<file path="config.mk">
export PLATFORM = sky130hd
export DESIGN_NAME = instr_aligner
export DESIGN_NICKNAME = d
export VERILOG_FILES = /design/src/rtl/instr_aligner.sv
export SDC_FILE = /design/constraint.sdc
export NUM_CORES = 1
export LEC_CHECK = 0
export ABC_AREA = 1
export ABC_CLOCK_PERIOD_IN_PS = 6100
export CAP_MARGIN = 15
export CORE_ASPECT_RATIO = 1.5
export CORE_UTILIZATION = 35
export DETAILED_ROUTE_END_ITERATION = 12
export DONT_BUFFER_PORTS = 1
export PLACE_DENSITY = 0.6
export SKIP_CTS_REPAIR_TIMING = 1
export SLEW_MARGIN = 10
export SYNTH_ARGS = -nofsm -noshare
export SYNTH_HDL_FRONTEND = slang
export SYNTH_SLANG_ARGS = --single-unit
</file>
<file path="constraint.sdc">
create_clock -name clk_i -period 6.1 [get_ports clk_i]
set_input_delay 0.305 -clock clk_i [delete_from_list [all_inputs] [get_ports clk_i]]
set_output_delay 0.305 -clock clk_i [all_outputs]
set_load 0.01 [all_outputs]
</file>
<file path="src/rtl/instr_aligner.sv">
// Instruction aligner: turns a sequential stream of 32-bit fetch words into
// 16/32-bit instructions with PCs, using a 4-halfword FIFO in front of decode.
module instr_aligner #(
  parameter logic [31:0] BOOT_ADDR = 32'h0000_0000
) (
  input  logic        clk_i,
  input  logic        rst_ni,
  input  logic        flush_i,
  input  logic [31:0] flush_pc_i,
  input  logic        fetch_valid_i,
  output logic        fetch_ready_o,
  input  logic [31:0] fetch_data_i,
  output logic        instr_valid_o,
  input  logic        instr_ready_i,
  output logic [31:0] instr_o,
  output logic [31:0] instr_pc_o,
  output logic        instr_is_16_o
);

  logic [15:0] hw_q [4];
  logic [15:0] hw_d [4];
  logic [15:0] push_hw [2];
  logic [2:0]  count_q, count_d;
  logic [31:0] pc_q, pc_d;
  logic        drop_q, drop_d;

  logic        head_is_16;
  logic        accept;
  logic        pop;
  logic [2:0]  pop_n;
  logic [2:0]  push_n;
  logic [2:0]  base;
  logic [2:0]  src;
  logic [2:0]  slot;

  assign head_is_16    = (hw_q[0][1:0] != 2'b11);
  assign instr_valid_o = !flush_i &&
                         ((count_q >= 3'd1 && head_is_16) ||
                          (count_q >= 3'd2 && !head_is_16));
  assign fetch_ready_o = (count_q <= 3'd2) && !flush_i;
  assign instr_o       = head_is_16 ? {16'h0000, hw_q[0]} : {hw_q[1], hw_q[0]};
  assign instr_pc_o    = pc_q;
  assign instr_is_16_o = head_is_16;

  // Flush already forces both handshakes low, so any pop in a flush cycle is dropped.
  assign accept = fetch_valid_i && fetch_ready_o;
  assign pop    = instr_valid_o && instr_ready_i;
  assign pop_n  = pop ? (head_is_16 ? 3'd1 : 3'd2) : 3'd0;
  assign push_n = accept ? (drop_q ? 3'd1 : 3'd2) : 3'd0;
  assign base   = count_q - pop_n;

  assign push_hw[0] = drop_q ? fetch_data_i[31:16] : fetch_data_i[15:0];
  assign push_hw[1] = fetch_data_i[31:16];

  // Shift out popped halfwords, then append pushed halfwords at the post-pop tail.
  always_comb begin
    src  = '0;
    slot = '0;
    for (int unsigned i = 0; i < 4; i++) begin
      slot    = 3'(i);
      src     = slot + pop_n;
      hw_d[i] = (src < 3'd4) ? hw_q[src[1:0]] : hw_q[slot[1:0]];
      if (slot >= base && slot < base + push_n) begin
        hw_d[i] = push_hw[slot[0] ^ base[0]];
      end
    end
  end

  always_comb begin
    count_d = count_q - pop_n + push_n;
    pc_d    = pc_q + {28'h0, pop_n, 1'b0};
    drop_d  = accept ? 1'b0 : drop_q;
    if (flush_i) begin
      count_d = '0;
      pc_d    = flush_pc_i & 32'hFFFF_FFFE;
      drop_d  = flush_pc_i[1];
    end
  end

  always_ff @(posedge clk_i or negedge rst_ni) begin
    if (!rst_ni) begin
      count_q <= '0;
      pc_q    <= BOOT_ADDR;
      drop_q  <= 1'b0;
      for (int unsigned i = 0; i < 4; i++) begin
        hw_q[i] <= '0;
      end
    end else begin
      count_q <= count_d;
      pc_q    <= pc_d;
      drop_q  <= drop_d;
      hw_q    <= hw_d;
    end
  end

endmodule

</file>
Word level (Yosys, flattened, before mapping) --
Index checks and enable logic that the tools add are counted.
Cells by class: $add $sub $neg 6, multipliers 0, divide/modulo/power cells 0, magnitude comparators 21, eq/ne operators 1, shifts and indexed selects 0, mux-type cells 36, bitwise logic cells 7, reduce and logical (&&, ||, !) cells 18
Operators with widths (number):
- 2-to-1 mux 16 bit | 23
- binary-select mux 16 bit (select 2 bit) | 4
- 2-to-1 mux 32 bit | 2
- adder 32 x 3 -> 32 bit | 1
- >= comparator 3 bit (second input constant) | 4
- NOT 2 -> 3 bit | 4
- logical AND 1 bit | 10
- nonzero test 2 bit | 5
- less-than comparator 3 bit (second input constant) | 3
- 2-to-1 mux 2 bit | 4
- adder 2 x 2 -> 3 bit (first input constant) | 2
- >= comparator 1 x 3 -> 1 bit (first input constant) | 2
- >= comparator 2 x 3 -> 1 bit (first input constant) | 2
- less-than comparator 1 x 3 -> 1 bit (first input constant) | 2
- less-than comparator 2 x 3 -> 1 bit (first input constant) | 2
- >= comparator 2 bit (second input constant) | 2
- NOT 1 -> 2 bit | 2
- adder 1 x 2 -> 3 bit (first input constant) | 1
- adder 3 x 2 -> 3 bit | 1
- >= comparator 3 x 1 -> 1 bit (second input constant) | 1
- >= comparator 3 x 2 -> 1 bit (second input constant) | 1
- less-or-equal comparator 3 x 2 -> 1 bit (second input constant) | 1
- less-than comparator 2 x 3 -> 1 bit (second input constant) | 1
- 2-to-1 mux 3 bit | 1
- other kinds (6) | 8
Word-level totals: register bits after elaboration 100, latch bits 0, RAM bits 0, ROM bits 0, input bits 69, output and inout port bits 67, logic and storage cells 96, memories 0

Longest topological paths before layout --
depth after elaboration 14, mapped depth 19, depth with buffers taken out 17

Worst setup path before layout --
Ideal clock, no wire load.
path type input to register, start point input port flush_i, end point register hw_q[24] in the netlist's numbering, setup time 0.123 ns, data arrival time 2.934 ns, required time 5.977 ns, path slack 3.042 ns, stages 17, buffers on the path 3, path through buf_4 clkinv_1 nand4_2 inv_1 buf_2 ha_1 fa_1 xor2_1 ha_1 o21bai_1 nand2_4 nand3_2 nand2_4 inv_8 buf_8 nand2_1 o21ai_2
Between the ends: word-level cells in the longest chain between the ends 11, elaborated cells on any way between the ends 25, classes of those cells 3 x add/sub; 3 x order compare; 10 x mux; 2 x bitwise; 7 x reduce/logical
RTL lines:
- start, declared | line 8 | input logic flush_i,
- zero test 1 bit (*) | line 37, 40
- branches (longest 10 deep; another with subtractor 3 x 2 -> 3 bit)
- end signal, assigned | line 92 | hw_q <= hw_d;
- end, declared | line 20 | logic [15:0] hw_q [4];
Mark *: on every way between the ends. The select of a mux whose other input is x is not followed. A chain may end at the register's enable or synchronous reset.

Final worst setup path --
start point register hw_q[48] in the netlist's numbering, end point register hw_q[8] in the netlist's numbering
Between the ends: word-level cells in the longest chain between the ends 14, elaborated cells on any way between the ends 28, classes of those cells 3 x add/sub; 3 x order compare; 1 x eq/ne; 10 x mux; 3 x bitwise; 8 x reduce/logical
RTL lines:
- inequality test 2 bit (*) | line 36 | assign head_is_16 = (hw_q[0][1:0] != 2'b11);
- zero test 1 bit | line 39 | (count_q >= 3'd2 && !head_is_16));
- logical AND 1 bit | line 39
- logical OR 1 bit | line 38 | ((count_q >= 3'd1 && head_is_16) ||
- logical AND 1 bit | line 37 | assign instr_valid_o = !flush_i &&
- logical AND 1 bit | line 47 | assign pop = instr_valid_o && instr_ready_i;
- 2-to-1 mux 2 bit (*) | line 48 | assign pop_n = pop ? (head_is_16 ? 3'd1 : 3'd2) : 3'd0;
- branches (longest 7 deep; another with subtractor 3 x 2 -> 3 bit)
Marks and branches as above.

==> metrics list <==
- Internal power contribution: about 0.0020 W
- Commonest cells in the netlist: sky130_fd_sc_hd__nand2_1 (348), sky130_fd_sc_hd__nand3_1 (127), sky130_fd_sc_hd__inv_1 (102), sky130_fd_sc_hd__dfrtp_1 (99), sky130_fd_sc_hd__nor2_1 (67)
- The Yosys step of the flow raised 0 warnings.
* Worst R2R Start: hw_q[48]
* Fill cell count: between 2,000 and 2,500
* Vias/cell: 5.36
* P_sw: about 0.0024 W
- Sorting the synthesized cells by area gives the leading types as sky130_fd_sc_hd__dfrtp_1 (34%), sky130_fd_sc_hd__nand2_1 (18%), sky130_fd_sc_hd__nand3_1 (8.7%), sky130_fd_sc_hd__inv_1 (5.3%), sky130_fd_sc_hd__o21ai_0 (3.9%).
* TritonRoute pass-1 iters: 5
- On the critical path, the stage with the largest delay is an instance of sky130_fd_sc_hd__fa_1.
- Of the synthesized area, sequential elements account for between 30% and 40%.
- The initial utilization of the core area, before any placement, comes to 35.7%.
- For this run, design rule violations remaining after detail routing come to 0.
- Crit. Startpoint: hw_q[48]
- Total vias in the final route: between 6,000 and 7,000
* Relative contribution of sequential cells to total power: about a quarter
- Slew margin rel.: a little over a third
- Count of port buffers added during placement: 0
* Number of instances in the synthesized netlist: approximately 1,100
- The post-route netlist has under 10% of its cells at a drive strength greater than 1.
* Critical Path End Type: register
* Met1 wire length: around 8800 microns
- Clock network fraction of total power: about an eighth
* Wirelength, routed: about 24,000 microns
- Worst hold slack after final layout: roughly 0.027 ns
- Entering global routing, the biggest net connects 100 pins.
* Uppermost routed layer: met4
* Skew-Pair Late Insertion Delay: between 0.3 and 0.4 ns
* Share of power burned in combinational logic: 60.9%
- Hold crit path type: in2reg
- Wire segments on met2 add up to roughly 12,000 microns in the final route.
- Leak pwr: roughly 3.7 nW
- The number of global-route vias before repair is approximately 6,700.
- Netlist area before placement: 0.00727 sq mm
- The worst path needs approximately 4.8 ns of the cycle, external delays included.
- The initialized floorplan defines between 60 and 70 standard-cell rows.
- TritonCTS Sinks: 99
- Counting both buffers and inverters, the worst setup path holds a total of 3.
* CP Launch Type: register
- For the pin with the worst max-slew slack, the measured transition is ~0.95 ns.
* Setup violations, final: 0
* Die X: approximately 120 microns
- Across the VDD grid, the largest voltage drop is between 300 and 400 uV.
- Global routing consumed, over all layers together, 22.7% of the routing resources.
- Along the worst path, the maximum fanout reaches 39.
- Family of cells with the greatest summed delay on the critical path: buffers and inverters
* Register bit total from synthesis: 99
- Post-route setup TNS: 0 ns
* RSZ-0062 raised after global routing: false
- Final worst-path cycle share: between 70% and 80%
- TritonCTS Buffers: 9
- TritonCTS built the clock tree.
- The number of antenna violations at the first check in global routing is 0.
* Worst Path Arrival: roughly 5 ns
- Before CTS, the worst setup slack after placement is about 1.4 ns.
* Number of nets with antenna violations after detailed routing: 0
- When the netlist entered floorplanning its net count stood at 1,145.
- Cell taking the most area after synthesis: sky130_fd_sc_hd__dfrtp_1
- The die covers 0.0214 sq mm.
* Required time at the endpoint of the critical path: ~6.4 ns
- Vert. Die Dim: ~180 microns
- Met3 wire length: 1240 microns
- The tree is rooted in a sky130_fd_sc_hd__clkbuf_16.
- EDFF count, synth: 0
* Maximum root-to-sink buffer count: 2
- Final worst slack: about 1.3 ns
- A synthesized cell averages 6.81 sq um.
- Among all cell types in the netlist, the one instantiated most often is sky130_fd_sc_hd__nand2_1.
* Final hold violations: 0
- In the final routed layout, each cell accounts on average for roughly 18 microns.
- The largest single stage delay on the critical path is 0.57 ns.
- The most used flip-flop cell after synthesis is sky130_fd_sc_hd__dfrtp_1.
- Max Cap Violations: 0
- Fraction of post-synthesis cell area in the top cell type by area: about 34%
- Worst Setup Path Type: reg2reg
* I/O pins: 136
- Pwr dens: around 580 mW/mm^2
* Signed area change from the synthesized netlist to the final layout: 4.41%
- Critical Path, Cell by Cell: nand2_1 > buf_4 > nand2_1 > a21oi_2 > buf_4 > nand3_2 > inv_2 > fa_1 > xor2_1 > ha_1 > o21bai_1 > nand2_4 > nand2_1 > o21ai_0 > o21bai_1
* Synth cell types: 47
- In this run the most critical hold path is launched from flush_i.
- Run status: finished clean
* Final antenna diode count: 0
* Number of nets at the end of the flow: roughly 1,100
* FFs w/ async S/R, synth: 100%
- Derived from the worst setup path, the maximum achievable clock frequency is 0.210 GHz.
- Maximum clock skew at final layout: around 0.013 ns
- The number of max-slew violations in the final report was 0.
* Gpl congestion: ~0.93
* CTS H-Tree Depth: 3
* First DRT Iteration DRCs: 510
- Placeable core region: around 0.02 sq mm
* Post-CTS clock slew at the launch and capture registers of the worst setup and hold paths: 0.08 ns
* Net switching share of the total power: 54.1%
- The first global-routing pass estimated ~37,000 microns of wire.
* Utilization of the core after routing: roughly 37%
* Dominant cell type by count on the critical path: sky130_fd_sc_hd__nand2_1
* Hpwl dp: roughly 17,000 microns
* Global route overflow: 0
layout make-up:
type	instances	area [sq um]	share of cell area, %
inverters	109	422	5.56
clock inverters	6	48.8	0.643
well taps	264	330	4.35
multi-input cells	786	3970	52.3
repair buffers	11	105	1.39
flip-flops and latches	99	2480	32.7
clock buffers	10	239	3.15
registers in the layout, summed over array words and instances (netlist names):
signal      count
hw_q           64
count_q         3
instr_pc_o     31
drop_q          1
layer usage:
layer  global-route usage [%]  vias up
met2                     41.6      229
li1                         -     3362
met5                        0        -
met4                     14.6        0
met1                     24.1     3237
met3                     3.39       58
final timing paths:
| path | to | slack (ns) | cells past startpoint |
|---|---|---|---|
| worst max-delay path | hw_q[8] | 1.34 | 15 |
| worst min-delay path | count_q[2] | 0.03 | 1 |
| worst max register to register | hw_q[8] | 1.34 | 15 |
| worst min register to register | hw_q[46] | 0.52 | 2 |
| max in group asynchronous | hw_q[17] | 5.12 | 2 |
| min in group asynchronous | instr_pc_o[9] | 0.53 | 2 |
cells in the final DEF, fill, tap and decap left out, drive strengths merged, types with 2 or more instances in the layout:
cell type | synthesis | final
a21oi | 27 | 27
a31oi | 6 | 6
buf | 43 | 10
clkbuf | 30 | 10
clkinv | 1 | 3
clkinvlp | 0 | 2
dfrtp | 99 | 99
fa | 2 | 2
ha | 7 | 7
inv | 108 | 110
mux2i | 16 | 16
nand2 | 352 | 352
nand3 | 131 | 131
nand3b | 2 | 2
nand4 | 29 | 29
nor2 | 69 | 69
nor3 | 13 | 13
o211ai | 8 | 8
o21ai | 72 | 72
o21bai | 10 | 10
o221ai | 15 | 15
or2 | 2 | 2
xnor2 | 9 | 9
xor2 | 9 | 9
metrics by stage:
stage                     cell area (sq um)  instances  total power (W)
after floorplan                        7270       1067          0.00329
after global placement                 7260       1267          0.00377
after detailed placement               7260       1267          0.00383
after CTS                              7550       1283          0.00441
after global routing                   7590       1285          0.00479
final                                  7590       1285          0.00440
cell families (layout without fill, tap and decap cells):
| kind of cell | Yosys count | count (layout) | synth area share, % |
|---|---|---|---|
| other | 1 | 1 | 0.0516 |
| AO/OA/AOI/OAI | 141 | 141 | 12.1 |
| buffers and inverters | 182 | 136 | 11.5 |
| flip-flops | 99 | 99 | 34.1 |
| AND/OR/NAND/NOR | 601 | 601 | 36.1 |
| multiplexers | 16 | 16 | 2.20 |
| XOR/XNOR | 18 | 18 | 2.27 |
| adder cells (fa/ha/maj) | 9 | 9 | 1.76 |
power groups by stage:
| stage | clock network (W) | logic, W | registers (W) |
|---|---|---|---|
| 3_5_place_dp | 0 | 0.00266 | 0.00117 |
| 2_1_floorplan | 0 | 0.00222 | 0.00107 |
| 5_1_grt | 0.000606 | 0.00300 | 0.00118 |
| 3_3_place_gp | 0 | 0.00261 | 0.00116 |
| 4_1_cts | 0.000584 | 0.00267 | 0.00115 |
| 6_report | 0.000573 | 0.00268 | 0.00115 |
Note: power is estimated with default switching activity, not from simulation.
